**src/rtl/mul_div_if.sv**
```systemverilog
`default_nettype none
// ============================================================================
//  Module      : mul_div_if
//  Description : Request/result bundle between the execute stage and the
//                iterative multiply/divide unit.
//                  start       core -> unit  request pulse
//                  op_div      core -> unit  0 = multiply, 1 = divide
//                  opa / opb   core -> unit  rs / rt operands
//                  busy        unit -> core  operation in progress (stall)
//                  done        unit -> core  one-cycle result-valid pulse
//                  result_lo   unit -> core  product low half or quotient
//                  result_hi   unit -> core  product high half or remainder
//                  div_by_zero unit -> core  last divide had a zero divisor
//  Revision    : 1.0 - initial release
// ============================================================================
interface mul_div_if #(
  parameter int WIDTH = 32
);
  logic             start;
  logic             op_div;
  logic [WIDTH-1:0] opa;
  logic [WIDTH-1:0] opb;
  logic             busy;
  logic             done;
  logic [WIDTH-1:0] result_lo;
  logic [WIDTH-1:0] result_hi;
  logic             div_by_zero;

  modport master (
    output start, op_div, opa, opb,
    input  busy, done, result_lo, result_hi, div_by_zero
  );

  modport slave (
    input  start, op_div, opa, opb,
    output busy, done, result_lo, result_hi, div_by_zero
  );
endinterface
`default_nettype wire

```
**src/rtl/mul_div_unit.sv**
```systemverilog
`default_nettype none
// ============================================================================
//  Module      : mul_div_unit
//  Description : Iterative radix-2 multiply / restoring divide unit.
//                One iteration per clock, WIDTH iterations, then a sign-fix
//                cycle; results registered and held until the next fix.
//  Ports       : clk    rising-edge clock
//                reset  asynchronous active-high reset
//                bus    mul_div_if.slave (start/op_div/opa/opb in,
//                       busy/done/result_lo/result_hi/div_by_zero out)
//  Revision    : 1.0 - initial release
// ============================================================================
module mul_div_unit #(
  parameter int WIDTH  = 32,
  parameter bit SIGNED = 1'b1
) (
  input  wire        clk,
  input  wire        reset,
  mul_div_if.slave   bus
);

  localparam int CW = $clog2(WIDTH);

  typedef enum logic [1:0] {
    S_IDLE = 2'd0,
    S_RUN  = 2'd1,
    S_FIX  = 2'd2,
    S_DONE = 2'd3
  } state_t;

  state_t             r_state;
  logic [CW-1:0]      r_cnt;
  logic               r_op_div;
  logic               r_neg_a;
  logic               r_neg_b;
  logic               r_b_zero;
  logic [WIDTH-1:0]   r_orig_a;
  logic [WIDTH-1:0]   r_mag_a;
  logic [WIDTH-1:0]   r_mag_b;
  logic [2*WIDTH-1:0] r_acc;     // multiply: {partial sum, remaining multiplier bits}
  logic [WIDTH-1:0]   r_rem;
  logic [WIDTH-1:0]   r_quo;     // dividend bits shift out as quotient bits shift in
  logic               r_busy;
  logic               r_done;
  logic               r_dbz;
  logic [WIDTH-1:0]   r_lo;
  logic [WIDTH-1:0]   r_hi;

  // Operand magnitudes. -MIN wraps back to MIN, which read unsigned is
  // exactly 2^(WIDTH-1), so the MIN operand needs no special case.
  logic             w_neg_a, w_neg_b;
  logic [WIDTH-1:0] w_mag_a, w_mag_b;
  assign w_neg_a = SIGNED && bus.opa[WIDTH-1];
  assign w_neg_b = SIGNED && bus.opb[WIDTH-1];
  assign w_mag_a = w_neg_a ? -bus.opa : bus.opa;
  assign w_mag_b = w_neg_b ? -bus.opb : bus.opb;

  // Shift-add step: add the multiplicand when the current multiplier bit is
  // set; the carry lands in the top bit as the accumulator shifts right.
  logic [WIDTH:0] w_mul_sum;
  assign w_mul_sum = {1'b0, r_acc[2*WIDTH-1:WIDTH]}
                   + {1'b0, (r_acc[0] ? r_mag_a : {WIDTH{1'b0}})};

  // Restoring step on a WIDTH+1 bit working remainder. Since rem < divisor,
  // the trial value is < 2*divisor, so the sign of the difference fits in
  // bit WIDTH and tells whether the subtraction succeeds.
  logic [WIDTH:0] w_trial, w_diff;
  logic           w_ge;
  assign w_trial = {r_rem, r_quo[WIDTH-1]};
  assign w_diff  = w_trial - {1'b0, r_mag_b};
  assign w_ge    = ~w_diff[WIDTH];

  // Sign correction applied in FIX.
  logic [2*WIDTH-1:0] w_prod_fix;
  logic [WIDTH-1:0]   w_quo_fix, w_rem_fix;
  assign w_prod_fix = (r_neg_a ^ r_neg_b) ? -r_acc : r_acc;
  assign w_quo_fix  = (r_neg_a ^ r_neg_b) ? -r_quo : r_quo;
  assign w_rem_fix  = r_neg_a ? -r_rem : r_rem;

  always_ff @(posedge clk or posedge reset) begin
    if (reset) begin
      r_state  <= S_IDLE;
      r_cnt    <= '0;
      r_op_div <= 1'b0;
      r_neg_a  <= 1'b0;
      r_neg_b  <= 1'b0;
      r_b_zero <= 1'b0;
      r_orig_a <= '0;
      r_mag_a  <= '0;
      r_mag_b  <= '0;
      r_acc    <= '0;
      r_rem    <= '0;
      r_quo    <= '0;
      r_busy   <= 1'b0;
      r_done   <= 1'b0;
      r_dbz    <= 1'b0;
      r_lo     <= '0;
      r_hi     <= '0;
    end else begin
      case (r_state)
        S_IDLE, S_DONE: begin
          r_done <= 1'b0;
          if (bus.start) begin
            r_op_div <= bus.op_div;
            r_neg_a  <= w_neg_a;
            r_neg_b  <= w_neg_b;
            r_b_zero <= (bus.opb == '0);
            r_orig_a <= bus.opa;
            r_mag_a  <= w_mag_a;
            r_mag_b  <= w_mag_b;
            r_acc    <= {{WIDTH{1'b0}}, w_mag_b};
            r_rem    <= '0;
            r_quo    <= w_mag_a;
            r_cnt    <= '0;
            r_busy   <= 1'b1;
            r_state  <= S_RUN;
          end else begin
            r_state  <= S_IDLE;
          end
        end
        S_RUN: begin
          if (r_op_div) begin
            r_rem <= w_ge ? w_diff[WIDTH-1:0] : w_trial[WIDTH-1:0];
            r_quo <= {r_quo[WIDTH-2:0], w_ge};
          end else begin
            r_acc <= {w_mul_sum, r_acc[WIDTH-1:1]};
          end
          r_cnt <= r_cnt + CW'(1);
          if (r_cnt == CW'(WIDTH - 1)) r_state <= S_FIX;
        end
        S_FIX: begin
          if (!r_op_div) begin
            r_lo  <= w_prod_fix[WIDTH-1:0];
            r_hi  <= w_prod_fix[2*WIDTH-1:WIDTH];
            r_dbz <= 1'b0;
          end else if (r_b_zero) begin
            r_lo  <= {WIDTH{1'b1}};
            r_hi  <= r_orig_a;
            r_dbz <= 1'b1;
          end else begin
            r_lo  <= w_quo_fix;
            r_hi  <= w_rem_fix;
            r_dbz <= 1'b0;
          end
          r_busy  <= 1'b0;
          r_done  <= 1'b1;
          r_state <= S_DONE;
        end
        default: r_state <= S_IDLE;
      endcase
    end
  end

  assign bus.busy        = r_busy;
  assign bus.done        = r_done;
  assign bus.result_lo   = r_lo;
  assign bus.result_hi   = r_hi;
  assign bus.div_by_zero = r_dbz;

endmodule
`default_nettype wire

```
**src/flat_wrapper.sv**
```systemverilog
// flat-port wrapper written by rule: the top's interface ports become plain ports
module mul_div_unit_flat 
#(
  parameter int WIDTH  = 32,
  parameter bit SIGNED = 1'b1
)
  (clk, reset, bus_start, bus_op_div, bus_opa, bus_opb, bus_busy, bus_done, bus_result_lo, bus_result_hi, bus_div_by_zero);
  mul_div_if #(.WIDTH(WIDTH)) bus_i ();
  input  wire clk;
  input  wire reset;
  input wire logic [$bits(bus_i.start)-1:0] bus_start;
  input wire logic [$bits(bus_i.op_div)-1:0] bus_op_div;
  input wire logic [$bits(bus_i.opa)-1:0] bus_opa;
  input wire logic [$bits(bus_i.opb)-1:0] bus_opb;
  output wire logic [$bits(bus_i.busy)-1:0] bus_busy;
  output wire logic [$bits(bus_i.done)-1:0] bus_done;
  output wire logic [$bits(bus_i.result_lo)-1:0] bus_result_lo;
  output wire logic [$bits(bus_i.result_hi)-1:0] bus_result_hi;
  output wire logic [$bits(bus_i.div_by_zero)-1:0] bus_div_by_zero;
  assign bus_i.start = bus_start;
  assign bus_i.op_div = bus_op_div;
  assign bus_i.opa = bus_opa;
  assign bus_i.opb = bus_opb;
  assign bus_busy = bus_i.busy;
  assign bus_done = bus_i.done;
  assign bus_result_lo = bus_i.result_lo;
  assign bus_result_hi = bus_i.result_hi;
  assign bus_div_by_zero = bus_i.div_by_zero;
  mul_div_unit #(.WIDTH(WIDTH), .SIGNED(SIGNED)) u_core (.clk(clk), .reset(reset), .bus(bus_i));
endmodule
```
**config.mk**
```make
export PLATFORM = sky130hd
export DESIGN_NAME = mul_div_unit_flat
export DESIGN_NICKNAME = d
export VERILOG_FILES = /design/src/rtl/mul_div_if.sv /design/src/rtl/mul_div_unit.sv /design/src/flat_wrapper.sv
export SDC_FILE = /design/constraint.sdc
export NUM_CORES = 1
export LEC_CHECK = 0
export CAP_MARGIN = 20
export CORE_MARGIN = 3
export CORE_UTILIZATION = 40
export CTS_BUF_LIST = sky130_fd_sc_hd__clkbuf_8
export CTS_CLUSTER_SIZE = 24
export DETAILED_ROUTE_END_ITERATION = 12
export HOLD_SLACK_MARGIN = 0.15
export PLACE_DENSITY = 0.7
export SETUP_SLACK_MARGIN = 0.5
export SYNTH_ARGS = -nofsm -noshare
export SYNTH_HDL_FRONTEND = slang
export SYNTH_SLANG_ARGS = --single-unit
```
**constraint.sdc**
```tcl
create_clock -name clk -period 12.85 [get_ports clk]
set_input_delay 3.2125 -clock clk [delete_from_list [all_inputs] [get_ports clk]]
set_output_delay 3.2125 -clock clk [all_outputs]
set_load 0.005 [all_outputs]
```
==> out/results.ini <==
[outcome]
status = finished, final reports clean

[detailed_routing]
antenna_left = 0
vias = 17600
drcViolationCount = 0
dr.first_iter.drc_count = 1598
drt-total-wl_mm = 63.0
vias_per_cell = 5.76
wl_per_cell_um = 20.6
dr.pass1.iters = 6

[worst_setup_path]
cpMaxStageDelayCell = or4_1
crit_path_start_kind = primary input
critical_path.max_fanout = 5
critPathMaxStageDelay_ns = 0.52
critPathArrivalTime_ns = 6.23
cp-end-kind = flop
cp_cell_sequence = clkdlybuf4s50_1, or3_1, nor4_1, nand3_1, or2_1, or4_1, nand2b_1, o41ai_1, xor2_1, o21ai_0
reg2regPathDepth = 15
crit_type = primary input to flop
cp.required_ns = 13.32

[job]
cap_viol_max_count = 0

[yosys]
syn_nets = 2429
yosys.area.top_type = dfrtp_1
syn_area_um2 = 19800
synth_edf_count = 0
async_flop_share_pct = 100
netlist_top_cells_area = dfrtp_1 (38%), o21ai_0 (8.0%), xor2_1 (5.6%)
synth_top_area_share_pct = 38.0
yosys_warnings = 0
avgSynthCellArea_um2 = 8.65
syn_inst = 2285
seq_area_frac_synth_pct = 38.0
yosysUniqueCellTypes = 81
synth-seq-cells = 300
synth_ff_type = dfrtp_1

[clock_network]
postCtsHoldBufs = 0
clk_pin_slew_ns = 0.06
clk-insertion-delay-late_ns = 0.65
clk_path_buf_depth = 3
cts_max_level = 2
cts.sinks = 300
cts_tree = yes
postCtsResizedCells = 0
cts_setup_buffers = 0
root_buffer = clkbuf_8
cts_made_buffers = 53

[final_layout]
layout_commonest_cell = o21ai_0
final_cell_mix = o21ai_0 (315), dfrtp_1 (299), nand2_1 (269), inv_1 (138)
syn_to_final_growth_pct = 14.7
nets = 2507
final_layout_size_suffix_gt1_share_pct = 6.96
diodes = 0
stdcell_area_um2 = 22700

[sta]
final_max_slew_viol_count = 0
worst_pin_slew_ns = 1.12
fmax_ghz = 0.174
fin_crit_ns = 5.76
fin_setup_tns_ns = 0
rsz0062_at_grt = no
relSlewSlack_pct = 25.1
timing.final.crit_share_pct = 44.8
skew_ns = 0.0264
hold_viol_final = 0
finalSetupViolCount = 0

[min_path]
worstHoldPathCells = 2
hold_class = flop to flop

[global_route]
antenna_found_initial = 0
grt_first_pass_wirelength_mm = 98.4
grt_max_degree = 181
grt-ovfl-total = 0
grt_usage_pct = 23.7
grt_pass1_vias = 17200

[placed_design]
numPortBuffers = 134
gp_congestion = 0.940
dp_hpwl_mm = 46.7
placed_area_um2 = 21600

[floorplanning]
coreArea_um2 = 48200
dieArea_um2 = 52100
start_util_pct = 41.0
std_cell_rows = 80
die_w_um = 228
ios = 135
dieHeight_um = 228

[power_and_ir_drop]
clkPwrFrac_pct = 15.8
combPwrFrac_pct = 52.8
ir_drop_mv = 0.171
switching_share_pct = 46.8
power.density_nw_per_um2 = 247
seqPwrFrac_pct = 31.4
leakage_nw = 9.90
power.switching_mw = 2.62
internal_power_mw = 2.98

## layout make-up
cell class / count / area, um2
clock buffers: 67 / 922
clock inverters: 24 / 110
fillers: 4691 / 25600
inverters: 124 / 473
multi-input cells: 1733 / 11400
flip-flops and latches: 300 / 7510
well taps: 656 / 821
repair buffers: 151 / 1500
## state kept, by name, summed over array words and instances, names as in the netlist, 2 cells and up
signal                cells
u_core.bus.result_hi     32
u_core.bus.result_lo     32
u_core.r_acc             64
u_core.r_cnt              5
u_core.r_mag_a           31
u_core.r_mag_b           32
u_core.r_orig_a          31
u_core.r_quo             32
u_core.r_rem             32
u_core.r_state            2
## cells by family (layout without fill, tap and decap cells)
| kind of cell | Yosys count | count (layout) | synth area share [%] |
|---|---|---|---|
| AOI/OAI and AO/OA | 711 | 711 | 22.0 |
| xor gates and xnor gates | 232 | 232 | 10.3 |
| adders and majority gates | 76 | 76 | 4.88 |
| buffers and inverters | 252 | 366 | 4.95 |
| DFF | 300 | 300 | 38.0 |
| muxes | 87 | 87 | 4.63 |
| and+or+nand+nor | 627 | 627 | 15.2 |
## per-layer routing
layer | GRT usage (%) | wire length, um
met5 | 0 | 0
met4 | 10.8 | 3120
met3 | 3.76 | 3920
met2 | 37.3 | 28400
met1 | 32.1 | 27600
## worst max-delay path: cells and delay by family
| family | cells | cell delay, ns |
|---|---|---|
| simple gates | 6 | 1.92 |
| buf+inv | 1 | 0.45 |
| compound gates | 2 | 0.42 |
| xor+xnor | 1 | 0.22 |
## power groups by stage
| stage | Sequential [mW] | Combinational, mW | Clock [mW] |
|---|---|---|---|
| final | 1.76 | 2.96 | 0.886 |
| after global placement | 1.75 | 2.85 | 0 |
| after global routing | 1.81 | 3.26 | 0.947 |
| after detailed placement | 1.76 | 2.92 | 0 |
| after CTS | 1.75 | 2.93 | 0.906 |
| after floorplan | 1.58 | 2.11 | 0 |
## synth_stat cells, types with 7 or more instances
cell type    n
nor4_1      19
a21o_1      25
nand2_1    270
or4_1       20
a31oi_1     11
nor3_1      17
mux2i_1     51
buf_1       20
and2_1      35
and3_1       7
clkbuf_1    99
nand3_1     22
nand2b_1    22
or2_2        8
xor2_1     126
a22oi_1     30
dfrtp_1    300
or3_1       29
o221ai_1    34
o21a_1       7
o21ai_1      8
ha_1        74
o31ai_1     40
inv_1      123
o21bai_1    11
mux2_2      35
o21ai_0    315
a21oi_1    122
o41ai_1     20
nor2_1     135
xnor2_1    105
nor2b_1     10
o211ai_1    40
## worst paths after layout
check | slack (ns) | start | end
hold / removal | 0.48 | u_core.r_mag_a[3]$_DFFE_PP0P_ | u_core.r_mag_a[3]$_DFFE_PP0P_
setup reg to reg | 8.53 | u_core.r_acc[0]$_DFFE_PP0P_ | u_core.r_acc[61]$_DFFE_PP0P_
min in group asynchronous | 3.14 | reset | u_core.bus.result_hi[20]$_DFFE_PP0P_
max in group asynchronous | 8.13 | reset | u_core.r_mag_b[4]$_DFFE_PP0P_
setup / recovery | 7.09 | bus_opb[8] | u_core.r_mag_b[29]$_DFFE_PP0P_
hold reg to reg | 0.48 | u_core.r_mag_a[3]$_DFFE_PP0P_ | u_core.r_mag_a[3]$_DFFE_PP0P_
## stage by stage
step	hold WS [ns]	cells	setup slack, ns	total power [mW]	util, %
2_1_floorplan	0.442	2285	1.35	3.69	-
3_3_place_gp	0.455	2962	6.50	4.60	44.8
3_5_place_dp	0.465	2962	6.49	4.68	44.8
4_1_cts	0.478	3053	7.15	5.58	47.0
5_1_grt	0.503	3055	6.90	6.02	47.0
6_report	0.476	3055	7.09	5.60	47.0
(Power assumes the default switching activity.)
